**src/rtl/lsu_pkg.sv**
```systemverilog
// Shared types for the load/store unit: access-size codes, FSM states, lane lookup.
package lsu_pkg;

    localparam logic [1:0] MASK_B = 2'b00;
    localparam logic [1:0] MASK_H = 2'b01;
    localparam logic [1:0] MASK_W = 2'b10;
    localparam logic [1:0] MASK_X = 2'b11;

    typedef enum logic [2:0] {
        ST_IDLE,
        ST_ISSUE0,
        ST_ISSUE1,
        ST_WAIT,
        ST_DONE
    } lsu_state_t;

    typedef struct packed {
        logic [2:0] size;
        logic [3:0] mask;
    } lane_t;

    // Access size in bytes and the unshifted byte mask for a maskmode code.
    function automatic lane_t mm_lane(input logic [1:0] mm);
        lane_t l;
        case (mm)
            MASK_B:  l = '{size: 3'd1, mask: 4'b0001};
            MASK_H:  l = '{size: 3'd2, mask: 4'b0011};
            MASK_W:  l = '{size: 3'd4, mask: 4'b1111};
            default: l = '{size: 3'd0, mask: 4'b0000};
        endcase
        return l;
    endfunction

endpackage

```
**src/rtl/lsu_if.sv**
```systemverilog
// Execute-stage request/response and data-memory port of the load/store unit.
interface lsu_if #(
    parameter int DATA_WIDTH    = 32,
    parameter int MEM_ADDR_SIZE = 8
);
    logic                     req_valid;
    logic                     req_ready;
    logic                     req_write;
    logic [1:0]               req_maskmode;
    logic                     req_sext;
    logic [DATA_WIDTH-1:0]    req_addr;
    logic [DATA_WIDTH-1:0]    req_wdata;
    logic                     resp_valid;
    logic [DATA_WIDTH-1:0]    resp_rdata;
    logic                     resp_err;
    logic                     mem_en;
    logic                     mem_we;
    logic [MEM_ADDR_SIZE-1:0] mem_addr;
    logic [3:0]               mem_be;
    logic [DATA_WIDTH-1:0]    mem_wdata;
    logic [DATA_WIDTH-1:0]    mem_rdata;

    modport master (
        output req_valid, req_write, req_maskmode, req_sext, req_addr, req_wdata, mem_rdata,
        input  req_ready, resp_valid, resp_rdata, resp_err,
               mem_en, mem_we, mem_addr, mem_be, mem_wdata
    );

    modport slave (
        input  req_valid, req_write, req_maskmode, req_sext, req_addr, req_wdata, mem_rdata,
        output req_ready, resp_valid, resp_rdata, resp_err,
               mem_en, mem_we, mem_addr, mem_be, mem_wdata
    );
endinterface

```
**src/rtl/lsu_align.sv**
```systemverilog
// Lane alignment: store shift and byte enables across two words, load merge and extend.
// Purely combinational; no latency, no backpressure.
module lsu_align
    import lsu_pkg::*;
#(
    parameter int DATA_WIDTH = 32
) (
    input  logic [1:0]            maskmode,
    input  logic                  sext,
    input  logic [1:0]            off,
    input  logic [DATA_WIDTH-1:0] wdata,
    input  logic [DATA_WIDTH-1:0] word0,
    input  logic [DATA_WIDTH-1:0] word1,
    output logic                  split,
    output logic [3:0]            be_lo,
    output logic [3:0]            be_hi,
    output logic [DATA_WIDTH-1:0] wdata_lo,
    output logic [DATA_WIDTH-1:0] wdata_hi,
    output logic [DATA_WIDTH-1:0] rdata
);
    lane_t                   lane;
    logic [7:0]              be_wide;
    logic [2*DATA_WIDTH-1:0] wide_st;
    logic [DATA_WIDTH-1:0]   shifted;

    always_comb begin
        lane     = mm_lane(maskmode);
        split    = ({1'b0, off} + lane.size) > 3'd4;
        be_wide  = {4'b0000, lane.mask} << off;
        be_lo    = be_wide[3:0];
        be_hi    = be_wide[7:4];
        wide_st  = {{DATA_WIDTH{1'b0}}, wdata} << {off, 3'b000};
        wdata_lo = wide_st[DATA_WIDTH-1:0];
        wdata_hi = wide_st[2*DATA_WIDTH-1:DATA_WIDTH];
        shifted  = DATA_WIDTH'({word1, word0} >> {off, 3'b000});
        // sext is inverted: 0 selects sign extension.
        case (maskmode)
            MASK_B:  rdata = sext ? {{(DATA_WIDTH-8){1'b0}}, shifted[7:0]}
                                  : {{(DATA_WIDTH-8){shifted[7]}}, shifted[7:0]};
            MASK_H:  rdata = sext ? {{(DATA_WIDTH-16){1'b0}}, shifted[15:0]}
                                  : {{(DATA_WIDTH-16){shifted[15]}}, shifted[15:0]};
            default: rdata = shifted;
        endcase
    end
endmodule

```
**src/rtl/load_store_unit.sv**
```systemverilog
// Load/store unit: one request at a time, split across two word accesses when unaligned.
// Latency 1 (illegal) to 4 (split load) cycles after accept; req_ready only in IDLE, no resp backpressure.
module load_store_unit
    import lsu_pkg::*;
#(
    parameter int DATA_WIDTH    = 32,
    parameter int MEM_ADDR_SIZE = 8
) (
    input  logic  clk,
    input  logic  rstn,
    lsu_if.slave  bus
);
    localparam logic [MEM_ADDR_SIZE-1:0] IDX_ONE = 1;

    lsu_state_t               state;
    logic                     r_write;
    logic [1:0]               r_mm;
    logic                     r_sext;
    logic [MEM_ADDR_SIZE+1:0] r_addr;
    logic [DATA_WIDTH-1:0]    r_wdata;
    logic [DATA_WIDTH-1:0]    word0_q;
    logic [DATA_WIDTH-1:0]    rdata_q;
    logic                     err_q;

    logic [MEM_ADDR_SIZE-1:0] idx0, idx1;
    logic [DATA_WIDTH-1:0]    al_word0;
    logic                     split;
    logic [3:0]               be_lo, be_hi;
    logic [DATA_WIDTH-1:0]    wdata_lo, wdata_hi, ld_result;
    logic [DATA_WIDTH-MEM_ADDR_SIZE-3:0] unused_addr;

    assign unused_addr = bus.req_addr[DATA_WIDTH-1:MEM_ADDR_SIZE+2];
    assign idx0        = r_addr[MEM_ADDR_SIZE+1:2];
    assign idx1        = idx0 + IDX_ONE;
    // In WAIT the freshly read word is word0 unless the access was split.
    assign al_word0    = (state == ST_WAIT && !split) ? bus.mem_rdata : word0_q;

    lsu_align #(.DATA_WIDTH(DATA_WIDTH)) u_align (
        .maskmode (r_mm),
        .sext     (r_sext),
        .off      (r_addr[1:0]),
        .wdata    (r_wdata),
        .word0    (al_word0),
        .word1    (bus.mem_rdata),
        .split    (split),
        .be_lo    (be_lo),
        .be_hi    (be_hi),
        .wdata_lo (wdata_lo),
        .wdata_hi (wdata_hi),
        .rdata    (ld_result)
    );

    assign bus.req_ready  = (state == ST_IDLE);
    assign bus.resp_valid = (state == ST_DONE);
    assign bus.resp_rdata = rdata_q;
    assign bus.resp_err   = err_q;

    always_comb begin
        bus.mem_en    = 1'b0;
        bus.mem_we    = 1'b0;
        bus.mem_addr  = '0;
        bus.mem_be    = 4'b0000;
        bus.mem_wdata = '0;
        case (state)
            ST_ISSUE0: begin
                bus.mem_en   = 1'b1;
                bus.mem_we   = r_write;
                bus.mem_addr = idx0;
                if (r_write) begin
                    bus.mem_be    = be_lo;
                    bus.mem_wdata = wdata_lo;
                end
            end
            ST_ISSUE1: begin
                bus.mem_en   = 1'b1;
                bus.mem_we   = r_write;
                bus.mem_addr = idx1;
                if (r_write) begin
                    bus.mem_be    = be_hi;
                    bus.mem_wdata = wdata_hi;
                end
            end
            default: ;
        endcase
    end

    always_ff @(posedge clk or negedge rstn) begin
        if (!rstn) begin
            state   <= ST_IDLE;
            r_write <= 1'b0;
            r_mm    <= MASK_B;
            r_sext  <= 1'b0;
            r_addr  <= '0;
            r_wdata <= '0;
            word0_q <= '0;
            rdata_q <= '0;
            err_q   <= 1'b0;
        end else begin
            case (state)
                ST_IDLE: if (bus.req_valid) begin
                    r_write <= bus.req_write;
                    r_mm    <= bus.req_maskmode;
                    r_sext  <= bus.req_sext;
                    r_addr  <= bus.req_addr[MEM_ADDR_SIZE+1:0];
                    r_wdata <= bus.req_wdata;
                    if (bus.req_maskmode == MASK_X) begin
                        state   <= ST_DONE;
                        rdata_q <= '0;
                        err_q   <= 1'b1;
                    end else begin
                        state <= ST_ISSUE0;
                    end
                end
                ST_ISSUE0: begin
                    if (split) begin
                        state <= ST_ISSUE1;
                    end else if (r_write) begin
                        state   <= ST_DONE;
                        rdata_q <= '0;
                        err_q   <= 1'b0;
                    end else begin
                        state <= ST_WAIT;
                    end
                end
                ST_ISSUE1: begin
                    word0_q <= bus.mem_rdata;
                    if (r_write) begin
                        state   <= ST_DONE;
                        rdata_q <= '0;
                        err_q   <= 1'b0;
                    end else begin
                        state <= ST_WAIT;
                    end
                end
                ST_WAIT: begin
                    state   <= ST_DONE;
                    rdata_q <= ld_result;
                    err_q   <= 1'b0;
                end
                default: state <= ST_IDLE;
            endcase
        end
    end
endmodule

```
**src/flat_wrapper.sv**
```systemverilog
// flat-port wrapper written by rule: the top's interface ports become plain ports
module load_store_unit_flat import lsu_pkg::*;
#(
    parameter int DATA_WIDTH    = 32,
    parameter int MEM_ADDR_SIZE = 8
)
  (clk, rstn, bus_req_valid, bus_req_write, bus_req_maskmode, bus_req_sext, bus_req_addr, bus_req_wdata, bus_mem_rdata, bus_req_ready, bus_resp_valid, bus_resp_rdata, bus_resp_err, bus_mem_en, bus_mem_we, bus_mem_addr, bus_mem_be, bus_mem_wdata);
  lsu_if #(.DATA_WIDTH(DATA_WIDTH), .MEM_ADDR_SIZE(MEM_ADDR_SIZE)) bus_i ();
  input  logic clk;
  input  logic rstn;
  input wire logic [$bits(bus_i.req_valid)-1:0] bus_req_valid;
  input wire logic [$bits(bus_i.req_write)-1:0] bus_req_write;
  input wire logic [$bits(bus_i.req_maskmode)-1:0] bus_req_maskmode;
  input wire logic [$bits(bus_i.req_sext)-1:0] bus_req_sext;
  input wire logic [$bits(bus_i.req_addr)-1:0] bus_req_addr;
  input wire logic [$bits(bus_i.req_wdata)-1:0] bus_req_wdata;
  input wire logic [$bits(bus_i.mem_rdata)-1:0] bus_mem_rdata;
  output wire logic [$bits(bus_i.req_ready)-1:0] bus_req_ready;
  output wire logic [$bits(bus_i.resp_valid)-1:0] bus_resp_valid;
  output wire logic [$bits(bus_i.resp_rdata)-1:0] bus_resp_rdata;
  output wire logic [$bits(bus_i.resp_err)-1:0] bus_resp_err;
  output wire logic [$bits(bus_i.mem_en)-1:0] bus_mem_en;
  output wire logic [$bits(bus_i.mem_we)-1:0] bus_mem_we;
  output wire logic [$bits(bus_i.mem_addr)-1:0] bus_mem_addr;
  output wire logic [$bits(bus_i.mem_be)-1:0] bus_mem_be;
  output wire logic [$bits(bus_i.mem_wdata)-1:0] bus_mem_wdata;
  assign bus_i.req_valid = bus_req_valid;
  assign bus_i.req_write = bus_req_write;
  assign bus_i.req_maskmode = bus_req_maskmode;
  assign bus_i.req_sext = bus_req_sext;
  assign bus_i.req_addr = bus_req_addr;
  assign bus_i.req_wdata = bus_req_wdata;
  assign bus_i.mem_rdata = bus_mem_rdata;
  assign bus_req_ready = bus_i.req_ready;
  assign bus_resp_valid = bus_i.resp_valid;
  assign bus_resp_rdata = bus_i.resp_rdata;
  assign bus_resp_err = bus_i.resp_err;
  assign bus_mem_en = bus_i.mem_en;
  assign bus_mem_we = bus_i.mem_we;
  assign bus_mem_addr = bus_i.mem_addr;
  assign bus_mem_be = bus_i.mem_be;
  assign bus_mem_wdata = bus_i.mem_wdata;
  load_store_unit #(.DATA_WIDTH(DATA_WIDTH), .MEM_ADDR_SIZE(MEM_ADDR_SIZE)) u_core (.clk(clk), .rstn(rstn), .bus(bus_i));
endmodule
```
**config.mk**
```make
export PLATFORM = sky130hd
export DESIGN_NAME = load_store_unit_flat
export DESIGN_NICKNAME = d
export VERILOG_FILES = /design/src/rtl/lsu_pkg.sv /design/src/rtl/lsu_if.sv /design/src/rtl/lsu_align.sv /design/src/rtl/load_store_unit.sv /design/src/flat_wrapper.sv
export SDC_FILE = /design/constraint.sdc
export NUM_CORES = 1
export LEC_CHECK = 0
export ABC_AREA = 1
export ABC_CLOCK_PERIOD_IN_PS = 7230
export BUFFER_PORTS_ARGS = -buffer_cell sky130_fd_sc_hd__buf_4
export CAP_MARGIN = 40
export CORE_UTILIZATION = 60
export CTS_BUF_LIST = sky130_fd_sc_hd__clkbuf_4 sky130_fd_sc_hd__clkbuf_8
export CTS_CLUSTER_SIZE = 8
export DETAILED_ROUTE_END_ITERATION = 10
export PLACE_DENSITY_LB_ADDON = 0.1
export SLEW_MARGIN = 10
export SYNTH_ARGS = -nofsm -noshare
export SYNTH_HDL_FRONTEND = slang
export SYNTH_HIERARCHICAL = 1
export SYNTH_SLANG_ARGS = --single-unit
export TNS_END_PERCENT = 1
```
**constraint.sdc**
```tcl
create_clock -name clk -period 7.23 [get_ports clk]
set_input_delay 0.723 -clock clk [delete_from_list [all_inputs] [get_ports clk]]
set_output_delay 0.723 -clock clk [all_outputs]
set_load 0.03 [all_outputs]
```
==> out/metrics.csv <==
stage,metric,value,unit
clock_network,largest buffer count on any clock path,2,
logic_synthesis,Synth Area per Inst,6.69,um2
clock_network,Hold Buf Count CTS,0,
worst_setup_path,crit start category,flip-flop,
timing,Max Fclk,234,MHz
logic_synthesis,cell taking the most area after synthesis,dfrtp_1,
cells_and_area,filler cell count in the final layout,1133,
worst_setup_path,worst-path fanout max,87,
global_route,vias in the first global route,6627,
floorplan,Initial Util,62.3,%
worst_setup_path,depth of the worst register-to-register path,14,
logic_synthesis,Post-Syn Area,0.00796,mm2
drt,wire per inst,14.5,um
logic_synthesis,main combinational cell family by area after synthesis,simple AND/OR/NAND/NOR gates,
drt,DRT antenna net count,0,
timing,Clock Skew,0.0119,ns
placed_design,DP Wirelength,14600,um
floorplan,Site Rows,41,
worst_setup_path,Critical Path AT,3.54,ns
clock_network,post-cts gate resize count,0,
logic_synthesis,adder-cell area share of the yosys netlist,1.35,%
logic_synthesis,Synth Register Bits,114,
floorplan,die area,0.0137,mm2
global_route,initial antenna violation count,0,
clock_network,CTS Buf Count,17,
clock_network,CTS tree,done,
logic_synthesis,sequential share of the synthesized area,35.9,%
status,status,finished clean,
worst_setup_path,CP endpoint kind,output port,
floorplan,number of I/O pins,184,
worst_setup_path,crit-path leading delay family,buffers and inverters,
drt,DR vias/cell,5.55,
cells_and_area,diode count,0,
power_and_ir_drop,Leak,5.15,nW
cells_and_area,NumNets Final,1402,
global_route,largest net degree at the start of global routing,96,
run,max cap viols,0,
placed_design,Placer Congestion,0.864,
logic_synthesis,Yosys top cell area share,35.9,%
logic_synthesis,number of synthesized flops with an enable pin,0,
drt,final WL,21300,um
power_and_ir_drop,worst vdd ir,237,uV
worst_setup_path,Worst Path Required,6.51,ns
drt,DR vias,8181,
timing,Final min period,4.27,ns
cells_and_area,share of cells above drive strength 1,20.3,%
clock_network,Root Driver,clkbuf_8,
drt,DR pass1 iterations,6,
clock_network,Clock transition at path regs,0.07,ns
logic_synthesis,mux contribution to synthesized area,0,%
clock_network,clock net sink count,114,
logic_synthesis,area share of xor/xnor cells in the synthesized design,0,%
worst_setup_path,"Buf+Inv Stages, Crit Path",4,
timing,RSZ-0062 raised after global routing,false,
timing,Slew HR,38.2,%
global_route,GRT Total Usage,32.1,%
logic_synthesis,"Distinct cells, synth",34,
logic_synthesis,Yosys Warn Count,6,
worst_setup_path,"setup slack, reg-to-reg",3.22,ns
drt,drc violations,0,
clock_network,"Clk Latency, worst-skew pair",0.45,ns
worst_setup_path,CP most frequent cell,buf_4,
logic_synthesis,Post-Synthesis Cells,1190,
logic_synthesis,simple-gate share of the synthesized area,40.0,%
logic_synthesis,asr flop ratio synth,100,%
logic_synthesis,Compound-Gate Fraction of Synth Area,11.4,%
timing,# setup viols final,0,
placed_design,Port Buffer Count,161,
worst_setup_path,CP max stage delay,0.91,ns
hold_path,HP Class,in -> async,
timing,Final Max Tran Viols,0,
floorplan,DIE WIDTH,117,um
cells_and_area,Area Growth Syn to Fin,17.7,%
timing,worst-margin pin slew,0.927,ns
drt,Initial DRC Count,1277,
timing,setup TNS,0,ns
global_route,gr ovfl total,0,
worst_setup_path,CP Depth,7,
timing,Final Hold Fails,0,
floorplan,area of the core,0.0128,mm2
worst_setup_path,cell at the slowest stage of the critical path,clkinv_1,
floorplan,Chip Height,117,um
worst_setup_path,CP cell instances,"buf_4, clkinv_1, buf_4, o21ai_0, nand3_1, nand2_1, buf_4",
timing,Tcrit/Tclk final,59.0,%
logic_synthesis,Main synth FF type,dfrtp_1,
worst_setup_path,critical path class,reg -> out,
global_route,global-route wire length before repair,33500,um
clock_network,H-tree depth,4,
power_and_ir_drop,pwr dens,477,mW/mm2
clock_network,Post-CTS Setup Bufs,0,
logic_synthesis,Synth area leaders,"dfrtp_1 (36%), nand2_1 (21%), nand3_1 (14%), o21ai_0 (4.0%), o21ai_2 (3.5%)",
timing,Worst Hold Slack,0.292,ns
cell type report:
class / count / area [um2] / area share (%)
Clock inverter: 13 / 185 / 1.98
Tap cell: 172 / 215 / 2.30
Multi-Input combinational cell: 907 / 4230 / 45.2
Clock buffer: 18 / 241 / 2.58
Timing Repair Buffer: 172 / 1340 / 14.3
Inverter: 79 / 297 / 3.17
Sequential cell: 114 / 2860 / 30.5
flip-flops by register name, summed over array words and instances, names as in the netlist, 2 cells and up:
name	count
u_core/r_addr	10
u_core/r_mm	2
u_core/state	3
u_core/word0_q	32
u_core/bus.resp_rdata	32
u_core/r_wdata	32
report_power, final:
part | internal [mW] | leakage, nW | switching [mW] | total, mW
sequential | 0.920 | 1.44 | 0.221 | 1.14
combinational | 0.856 | 3.49 | 1.82 | 2.67
clock | 0.378 | 0.213 | 0.272 | 0.650
synthesized netlist by cell type, types with 13 or more instances:
cell type / number
dfrtp_1: 114
nor2_1: 35
o21ai_1: 25
nand2_1: 446
o21ai_0: 64
a21oi_1: 15
inv_1: 70
nand3_1: 224
buf_6: 13
buf_2: 41
o21ai_2: 32
buf_4: 18
clkbuf_1: 19
placed cells by master, fill, tap and decap left out, drive strengths merged, types with 2 or more instances in the layout:
| master | n |
|---|---|
| inv | 80 |
| clkinv | 6 |
| nor3 | 10 |
| nand2 | 453 |
| nand3 | 229 |
| clkbuf | 18 |
| buf | 172 |
| and2 | 9 |
| clkinvlp | 2 |
| a21oi | 15 |
| a32oi | 7 |
| nor2 | 38 |
| ha | 7 |
| bufinv | 4 |
| dfrtp | 114 |
| conb | 9 |
| o21ai | 121 |
| o22ai | 3 |
per-stage QoR:
stage | setup WS, ns | total power, mW | std cells | instance area, um2 | util (%)
detailed placement | 3.31 | 3.75 | 1443 | 8910 | 69.7
floorplan | 4.55 | 3.14 | 1198 | 7990 | -
finish | 2.96 | 4.46 | 1475 | 9360 | 73.3
global route | 2.73 | 4.83 | 1475 | 9360 | 73.3
global placement | 3.39 | 3.66 | 1440 | 8860 | 69.4
CTS | 3.02 | 4.41 | 1474 | 9330 | 73.1
per-layer routing:
layer	GRT usage [%]	share of wire, %	up-vias
li1	-	-	4032
met1	49.9	45	3692
met2	43.5	42	414
met3	7.47	10	43
met4	9.96	2.4	0
met5	0	0	-
final timing paths:
path                                            from                        end
max                                 u_core/r_addr[1]           bus_mem_wdata[6]
min                                             rstn  u_core/bus.resp_rdata[20]
max reg2reg                         u_core/r_addr[0]  u_core/bus.resp_rdata[16]
min reg2reg                u_core/bus.resp_rdata[16]  u_core/bus.resp_rdata[16]
max in group asynchronous                       rstn             u_core/r_write
min in group clk           u_core/bus.resp_rdata[16]  u_core/bus.resp_rdata[16]
cell families (layout without fill, tap and decap cells):
family | after synthesis | after routing
adders and majority gates | 8 | 8
buffers and inverters | 177 | 282
AOI/OAI and AO/OA | 149 | 149
other | 1 | 9
DFF | 114 | 114
and+or+nand+nor | 741 | 741
(Power assumes the default switching activity.)
